===== config.mk =====
export PLATFORM = sky130hd
export DESIGN_NAME = imem_loader_flat
export DESIGN_NICKNAME = d
export VERILOG_FILES = /design/src/rtl/imem_loader_if.sv /design/src/rtl/imem_loader.sv /design/src/flat_wrapper.sv
export SDC_FILE = /design/constraint.sdc
export NUM_CORES = 1
export LEC_CHECK = 0
export ABC_CLOCK_PERIOD_IN_PS = 3200
export BUFFER_PORTS_ARGS = -buffer_cell sky130_fd_sc_hd__buf_2
export CORE_MARGIN = 2
export CORE_UTILIZATION = 45
export DETAILED_ROUTE_END_ITERATION = 16
export PLACE_DENSITY_LB_ADDON = 0.1
export SKIP_LAST_GASP = 1
export SYNTH_ARGS = -nofsm -noshare
export SYNTH_HDL_FRONTEND = slang
export SYNTH_SLANG_ARGS = --single-unit

===== constraint.sdc =====
create_clock -name clk -period 3.2 [get_ports clk]
set_input_delay 0.8 -clock clk [delete_from_list [all_inputs] [get_ports clk]]
set_output_delay 0.8 -clock clk [all_outputs]
set_load 0.01 [all_outputs]

===== src/rtl/imem_loader_if.sv =====
// Byte-stream handshake and instruction-memory write bus for imem_loader.
// master = the loader itself, slave = the stream source / memory side.
interface imem_loader_if #(
    parameter int unsigned ADDR_BITS = 8
) ();
    logic                 start;
    logic [ADDR_BITS:0]   word_count;
    logic                 in_valid;
    logic [7:0]           in_data;
    logic                 in_ready;
    logic                 wr_en;
    logic [31:0]          wr_addr;
    logic [31:0]          wr_data;
    logic                 cpu_hold;
    logic                 busy;
    logic                 done;
    logic                 error;

    modport master (
        input  start, word_count, in_valid, in_data,
        output in_ready, wr_en, wr_addr, wr_data, cpu_hold, busy, done, error
    );

    modport slave (
        output start, word_count, in_valid, in_data,
        input  in_ready, wr_en, wr_addr, wr_data, cpu_hold, busy, done, error
    );
endinterface


===== src/rtl/imem_loader.sv =====
// Packs a byte stream into little-endian 32-bit words and writes them to
// consecutive instruction-memory addresses, holding the core for the whole load.
module imem_loader #(
    parameter int unsigned ADDR_BITS = 8
) (
    input  logic          clk,
    input  logic          rst_n,
    imem_loader_if.master bus
);
    typedef enum logic [1:0] {IDLE, LOAD, WRITE, FIN} state_e;

    localparam logic [ADDR_BITS+1:0] DEPTH = {2'b01, {ADDR_BITS{1'b0}}};

    state_e             state_q;
    logic [1:0]         byte_cnt_q;
    logic [ADDR_BITS:0] word_idx_q;
    logic [ADDR_BITS:0] count_q;
    logic [23:0]        shift_q;
    logic               in_ready_q;
    logic               wr_en_q;
    logic [31:0]        wr_addr_q;
    logic [31:0]        wr_data_q;
    logic               cpu_hold_q;
    logic               busy_q;
    logic               done_q;
    logic               error_q;
    logic [ADDR_BITS:0] word_idx_d;

    always_comb begin
        word_idx_d = word_idx_q + 1'b1;
    end

    // Outputs are registered alongside each state transition so they always
    // describe the state being entered.
    always_ff @(posedge clk or negedge rst_n) begin
        if (!rst_n) begin
            state_q    <= IDLE;
            byte_cnt_q <= '0;
            word_idx_q <= '0;
            count_q    <= '0;
            shift_q    <= '0;
            in_ready_q <= 1'b0;
            wr_en_q    <= 1'b0;
            wr_addr_q  <= '0;
            wr_data_q  <= '0;
            cpu_hold_q <= 1'b0;
            busy_q     <= 1'b0;
            done_q     <= 1'b0;
            error_q    <= 1'b0;
        end else begin
            done_q  <= 1'b0;
            error_q <= 1'b0;
            wr_en_q <= 1'b0;
            case (state_q)
                IDLE: begin
                    if (bus.start) begin
                        if ({1'b0, bus.word_count} > DEPTH) begin
                            error_q <= 1'b1;
                        end else if (bus.word_count == '0) begin
                            state_q <= FIN;
                            done_q  <= 1'b1;
                        end else begin
                            count_q    <= bus.word_count;
                            word_idx_q <= '0;
                            byte_cnt_q <= '0;
                            shift_q    <= '0;
                            state_q    <= LOAD;
                            in_ready_q <= 1'b1;
                            busy_q     <= 1'b1;
                            cpu_hold_q <= 1'b1;
                        end
                    end
                end
                LOAD: begin
                    if (bus.in_valid) begin
                        byte_cnt_q <= byte_cnt_q + 1'b1;
                        case (byte_cnt_q)
                            2'd0: shift_q[7:0]   <= bus.in_data;
                            2'd1: shift_q[15:8]  <= bus.in_data;
                            2'd2: shift_q[23:16] <= bus.in_data;
                            default: begin
                                // Byte 3 goes straight into the output word.
                                state_q    <= WRITE;
                                in_ready_q <= 1'b0;
                                wr_en_q    <= 1'b1;
                                wr_addr_q  <= 32'({word_idx_q, 2'b00});
                                wr_data_q  <= {bus.in_data, shift_q};
                            end
                        endcase
                    end
                end
                WRITE: begin
                    word_idx_q <= word_idx_d;
                    if (word_idx_d == count_q) begin
                        state_q    <= FIN;
                        done_q     <= 1'b1;
                        busy_q     <= 1'b0;
                        cpu_hold_q <= 1'b0;
                    end else begin
                        state_q    <= LOAD;
                        in_ready_q <= 1'b1;
                    end
                end
                FIN: begin
                    state_q <= IDLE;
                end
                default: begin
                    state_q <= IDLE;
                end
            endcase
        end
    end

    assign bus.in_ready = in_ready_q;
    assign bus.wr_en    = wr_en_q;
    assign bus.wr_addr  = wr_addr_q;
    assign bus.wr_data  = wr_data_q;
    assign bus.cpu_hold = cpu_hold_q;
    assign bus.busy     = busy_q;
    assign bus.done     = done_q;
    assign bus.error    = error_q;
endmodule


===== src/flat_wrapper.sv =====
// flat-port wrapper written by rule: the top's interface ports become plain ports
module imem_loader_flat 
#(
    parameter int unsigned ADDR_BITS = 8
)
  (clk, rst_n, bus_start, bus_word_count, bus_in_valid, bus_in_data, bus_in_ready, bus_wr_en, bus_wr_addr, bus_wr_data, bus_cpu_hold, bus_busy, bus_done, bus_error);
  imem_loader_if #(.ADDR_BITS(ADDR_BITS)) bus_i ();
  input  logic clk;
  input  logic rst_n;
  input wire logic [$bits(bus_i.start)-1:0] bus_start;
  input wire logic [$bits(bus_i.word_count)-1:0] bus_word_count;
  input wire logic [$bits(bus_i.in_valid)-1:0] bus_in_valid;
  input wire logic [$bits(bus_i.in_data)-1:0] bus_in_data;
  output wire logic [$bits(bus_i.in_ready)-1:0] bus_in_ready;
  output wire logic [$bits(bus_i.wr_en)-1:0] bus_wr_en;
  output wire logic [$bits(bus_i.wr_addr)-1:0] bus_wr_addr;
  output wire logic [$bits(bus_i.wr_data)-1:0] bus_wr_data;
  output wire logic [$bits(bus_i.cpu_hold)-1:0] bus_cpu_hold;
  output wire logic [$bits(bus_i.busy)-1:0] bus_busy;
  output wire logic [$bits(bus_i.done)-1:0] bus_done;
  output wire logic [$bits(bus_i.error)-1:0] bus_error;
  assign bus_i.start = bus_start;
  assign bus_i.word_count = bus_word_count;
  assign bus_i.in_valid = bus_in_valid;
  assign bus_i.in_data = bus_in_data;
  assign bus_in_ready = bus_i.in_ready;
  assign bus_wr_en = bus_i.wr_en;
  assign bus_wr_addr = bus_i.wr_addr;
  assign bus_wr_data = bus_i.wr_data;
  assign bus_cpu_hold = bus_i.cpu_hold;
  assign bus_busy = bus_i.busy;
  assign bus_done = bus_i.done;
  assign bus_error = bus_i.error;
  imem_loader #(.ADDR_BITS(ADDR_BITS)) u_core (.clk(clk), .rst_n(rst_n), .bus(bus_i));
endmodule

---- Word level (Yosys, flattened, before mapping) ----
Cells that the tools add are included.
cells by class
  add/subtract/negate cells ............... 2
  order comparisons ....................... 1
  equality and inequality tests ........... 16
  muxes and demuxes ....................... 44
  bitwise operators ....................... 3
  reduce and logical (&&, ||, !) cells .... 17
operators with widths
  cell                   count
  $mux W24               4
  $pmux W24 S2           1
  $mux W9                3
  $mux W8                3
  $mux W2                10
  $pmux W9 S2            1
  $reduce_and A6 Y1      3
  $mux W1                17
  $ne A2 B2 Y1 const B   8
  $reduce_and A4 Y1      3
  $reduce_and A5 Y1      2
  $add A9 B1 Y9 const B  1
  $eq A9 B9 Y1           1
  $gt A9 B9 Y1 const B   1
  $logic_not A9 Y1       1
  $pmux W2 S4            1
  $reduce_and A7 Y1      1
  $eq A2 B2 Y1 const B   3
  $eq A2 B1 Y1 const B   2
  $logic_not A2 Y1       2
  $ne A2 B1 Y1 const B   2
  $pmux W1 S2            2
  $pmux W2 S2            1
  $reduce_bool A2 Y1     2
  other kinds (6)        8
storage, ports and cells
  bits in registers ....................... 92
  bits of input ports ..................... 21

---- Longest topological paths before layout ----
  depth in word-level cells ............... 5
  mapped depth ............................ 10
  gate-level depth less buffers ........... 9

---- Least setup slack after synthesis ----
Ideal clock, no wire load.
  path kind ............................... input port to flip-flop
  from .................................... in bus_word_count[5]
  to ...................................... reg u_core.shift_q[10]
  library setup time ...................... 125 ps
  arrival ................................. 2462 ps
  slack ................................... 613 ps
  stages on the path ...................... 8
  path buffers ............................ 0
  path through ............................ nor4_1 > nand2_1 > ha_1 > nor3b_2 > nand2b_1 > a21o_1 > a21oi_4 > mux2_2
on the way
  longest elaborated chain between the ends .. 3
  elaborated cells between the ends (all ways) .. 5
  classes of those cells .................. order compare: 1; eq/ne: 2; reduce/logical: 2
RTL lines
  element                                                  line                                  text
  start, declared                                          flat_wrapper.sv:11                    input wire logic [$bits(bus_i.word_count)-1:0] bus_word_count;
  $gt A9 B9 Y1 / $logic_not A9 Y1 (equally long branches)  imem_loader.sv:57, imem_loader.sv:59
  $ne A2 B2 Y1 (no line)                                   n/a
  $reduce_and A6 Y1 (no line) *                            n/a
  end signal, assigned                                     imem_loader.sv:79                     2'd1: shift_q[15:8] <= bus.in_data;
  end, declared                                            imem_loader.sv:18                     logic [23:0] shift_q;
Mark *: on every way between the ends. The rest lies on a longest branch, timed or not.
A chain may end at the register's enable or synchronous reset.

---- Worst setup path in the final report ----
  from .................................... in bus_word_count[1]
  to ...................................... reg u_core.shift_q[15]
The elaborated chain is that of the path after synthesis.

==> impl_metrics.py <==
metrics = {
    "setup_path": {
        "path_class": "primary input to register",
        "start_kind": "primary input",
        "cp_data_arrival_time_ns": 2.93,
        "required_ns": 3.46,
        "timing.critical_path.to_type": "register",
        "crit_fanout": 8,
    },
    "sta": {
        "hold_viol": 0,
        "tns_ns": 0,
        "relSlewSlack_pct": 53.5,
        "period_share_pct": 83.5,
        "slew_violations": 0,
        "holdWs_ns": 0.405,
        "rsz0062_at_grt": "no",
        "finalCriticalPeriod_ns": 2.67,
        "finClkSkew_ns": 0.0137,
        "max_freq_ghz": 0.374,
        "worst_pin_slew_ns": 0.695,
        "setup_viol": 0,
        "layout_setup_ws_ns": 0.529,
    },
    "pwr": {
        "p_int_mw": 2.57,
        "p_leak_nw": 2.55,
        "p_switching_mw": 1.55,
        "power_mw": 4.12,
        "share_comb_of_total_power_pct": 34.3,
        "pwr_density_cell_nw_per_um2": 837,
        "p_sw_share_pct": 37.6,
        "peakVddDrop_v": 0.000413,
        "p_clk_share_pct": 19.2,
        "p_seq_share_pct": 46.5,
    },
    "grt": {
        "grt_max_degree": 52,
        "grt_pass1_wl_um": 15000,
        "first_global_vias": 2982,
        "grt_overflow": 0,
        "antenna_found_initial": 0,
        "grt_util_all_layers_pct": 18.4,
    },
    "clock_tree": {
        "cts_sinks": 92,
        "clk_latency_ns": 0.37,
        "clk_path_buf_depth": 2,
        "hold_buffers": 0,
        "cts.root.buffer_cell": "clkbuf_8",
        "clk_pin_slew_worst_paths_ns": 0.11,
        "cts_made_buffers": 9,
        "cts_max_level": 3,
        "cts_setup_buffers": 0,
        "ctsResizeCount": 0,
        "cts_tree": "done",
    },
    "finish": {
        "final_cells": 642,
        "final_common_cell": "nand2_1",
        "final_util_pct": 52.7,
        "areaGrowthSynthToFinish_pct": 12.9,
        "drive_gt1_share_pct": 23.8,
        "nNetsFinal": 537,
        "diodes": 0,
        "final_cell_mix": "nand2_1, dfrtp_1, buf_2, mux2_2, conb_1",
        "design_area_sq_um": 4910,
    },
    "synth": {
        "yosysWarnings": 0,
        "synth_area_sq_um": 4350,
        "syn_area_per_cell_sq_um": 9.74,
        "synthCells": 447,
        "synth_edf_count": 0,
        "synth_seq_area_share_pct": 52.9,
        "async_flop_share_pct": 100,
        "synth-main-ff-cell": "dfrtp_1",
        "ys_ff_latch": 92,
        "synth_cell_type_count": 49,
    },
    "worst_hold_path": {
        "hp-class": "primary input to async pin",
    },
    "placed_design": {
        "dp_cells": 626,
        "pre_cts_slack_ns": 0.157,
        "globalplace.congestion": 0.810,
        "place_area_sq_um": 4710,
        "portBuffers": 67,
        "dp_hpwl_um": 6430,
    },
    "run_status": {
        "outcome": "completed",
    },
    "floorplan": {
        "initial_core_util_pct": 46.7,
        "io-pin-count": 91,
        "die-area_sq_um": 10500,
        "chipHeight_um": 102,
        "die_w_um": 102,
        "core-area_sq_um": 9330,
        "rows": 35,
    },
    "drt": {
        "drt_first_iter_violations": 110,
        "drtAntennaViolNets": 0,
        "wl_per_cell_um": 14.2,
        "first_pass_iters": 4,
        "wirelength_um": 9130,
        "via_per_inst": 4.94,
        "drc": 0,
        "vias": 3170,
    },
    "job": {
        "cap_violations": 0,
    },
}
-- registers in the layout (all words and copies together) (netlist names) --
signal,count
u_core.bus.done,1
u_core.state_q,2
u_core.bus.wr_data,32
u_core.word_idx_q,9
u_core.shift_q,24
u_core.bus.error,1
u_core.count_q,9
u_core.bus.cpu_hold,1
u_core.bus.wr_addr,9
u_core.bus.in_ready,1
u_core.bus.wr_en,1
u_core.byte_cnt_q,2
-- critical path: stages --
cell and delay [ns]:
buf_2 0.11, nor4_1 0.35, nand2_1 0.15, ha_1 0.25, nor3b_2 0.24, nand2b_1 0.12
a21o_1 0.25, a21oi_4 0.29, mux2_2 0.38
-- cells by family after synthesis --
| logic type | count (synthesis) | share of synthesized area, % |
|---|---|---|
| compound gates | 57 | 8.94 |
| xor+xnor | 8 | 1.95 |
| mux | 26 | 6.70 |
| buf+inv | 53 | 7.10 |
| flops | 92 | 52.9 |
| fa+ha+maj | 8 | 2.30 |
| simple gates | 202 | 20.0 |
| other cells | 1 | 0.0861 |
-- worst paths after layout --
path | start | endpoint | slack [ns] | depth (start not counted)
worst max-delay path | bus_word_count[1] | u_core.shift_q[15] | 0.53 | 9
worst min-delay path | rst_n | u_core.bus.wr_data[28] | 0.40 | 1
worst max register to register | u_core.word_idx_q[0] | u_core.bus.in_ready | 0.86 | 6
worst min register to register | u_core.shift_q[15] | u_core.bus.wr_data[15] | 0.47 | 2
max in group asynchronous | rst_n | u_core.word_idx_q[6] | 2.12 | 2
min in group clk | u_core.shift_q[15] | u_core.bus.wr_data[15] | 0.47 | 2
-- cells in the mapped netlist (2+ instances only) --
cell type,count,area [sq um]
a21o_1,2,15.0
a21oi_1,7,35.0
a21oi_4,2,32.5
a22o_1,2,17.5
a31oi_1,4,25.0
and2_1,8,50.1
and3_1,3,18.8
buf_2,7,35.0
buf_4,27,203
clkbuf_1,10,37.5
dfrtp_1,92,2300
ha_1,8,100
inv_1,8,30.0
mux2_2,25,282
nand2_1,154,578
nand2b_1,4,25.0
nand3_1,6,30.0
nand4_1,3,18.8
nor2_1,7,26.3
nor2b_1,6,37.5
nor4_1,2,12.5
o211ai_1,2,15.0
o21ai_0,21,105
o21ai_1,3,15.0
o21bai_1,3,22.5
o41ai_1,2,17.5
or3_1,2,12.5
xnor2_1,6,52.6
-- area by class of cell --
| cell class | instances | area, sq um |
|---|---|---|
| Clock buffer | 9 | 124 |
| Clock inverter | 7 | 81.3 |
| Inverter | 9 | 33.8 |
| Fill cell | 907 | 4410 |
| Sequential cell | 92 | 2300 |
| Timing Repair Buffer | 72 | 388 |
| Tap cell | 129 | 161 |
| Multi-Input combinational cell | 324 | 1820 |
-- power groups by stage --
stage / clock network (mW) / registers, mW / logic (mW)
after floorplan: 0 / 1.98 / 0.902
after global placement: 0 / 1.94 / 1.40
after detailed placement: 0 / 1.95 / 1.43
after CTS: 0.817 / 1.92 / 1.44
after global routing: 0.859 / 1.98 / 1.60
final: 0.789 / 1.91 / 1.41
-- per-layer routing --
metal | part of all wire [%] | global-route usage (%) | routed length, um | up-vias
met4 | 0.83 | 5.85 | 76 | 0
met3 | 2.5 | 2.53 | 232 | 7
met2 | 51 | 32.0 | 4620 | 54
li1 | - | - | - | 1551
met5 | 0 | 0 | 0 | -
met1 | 46 | 23.8 | 4200 | 1558
(Power assumes the default switching activity.)
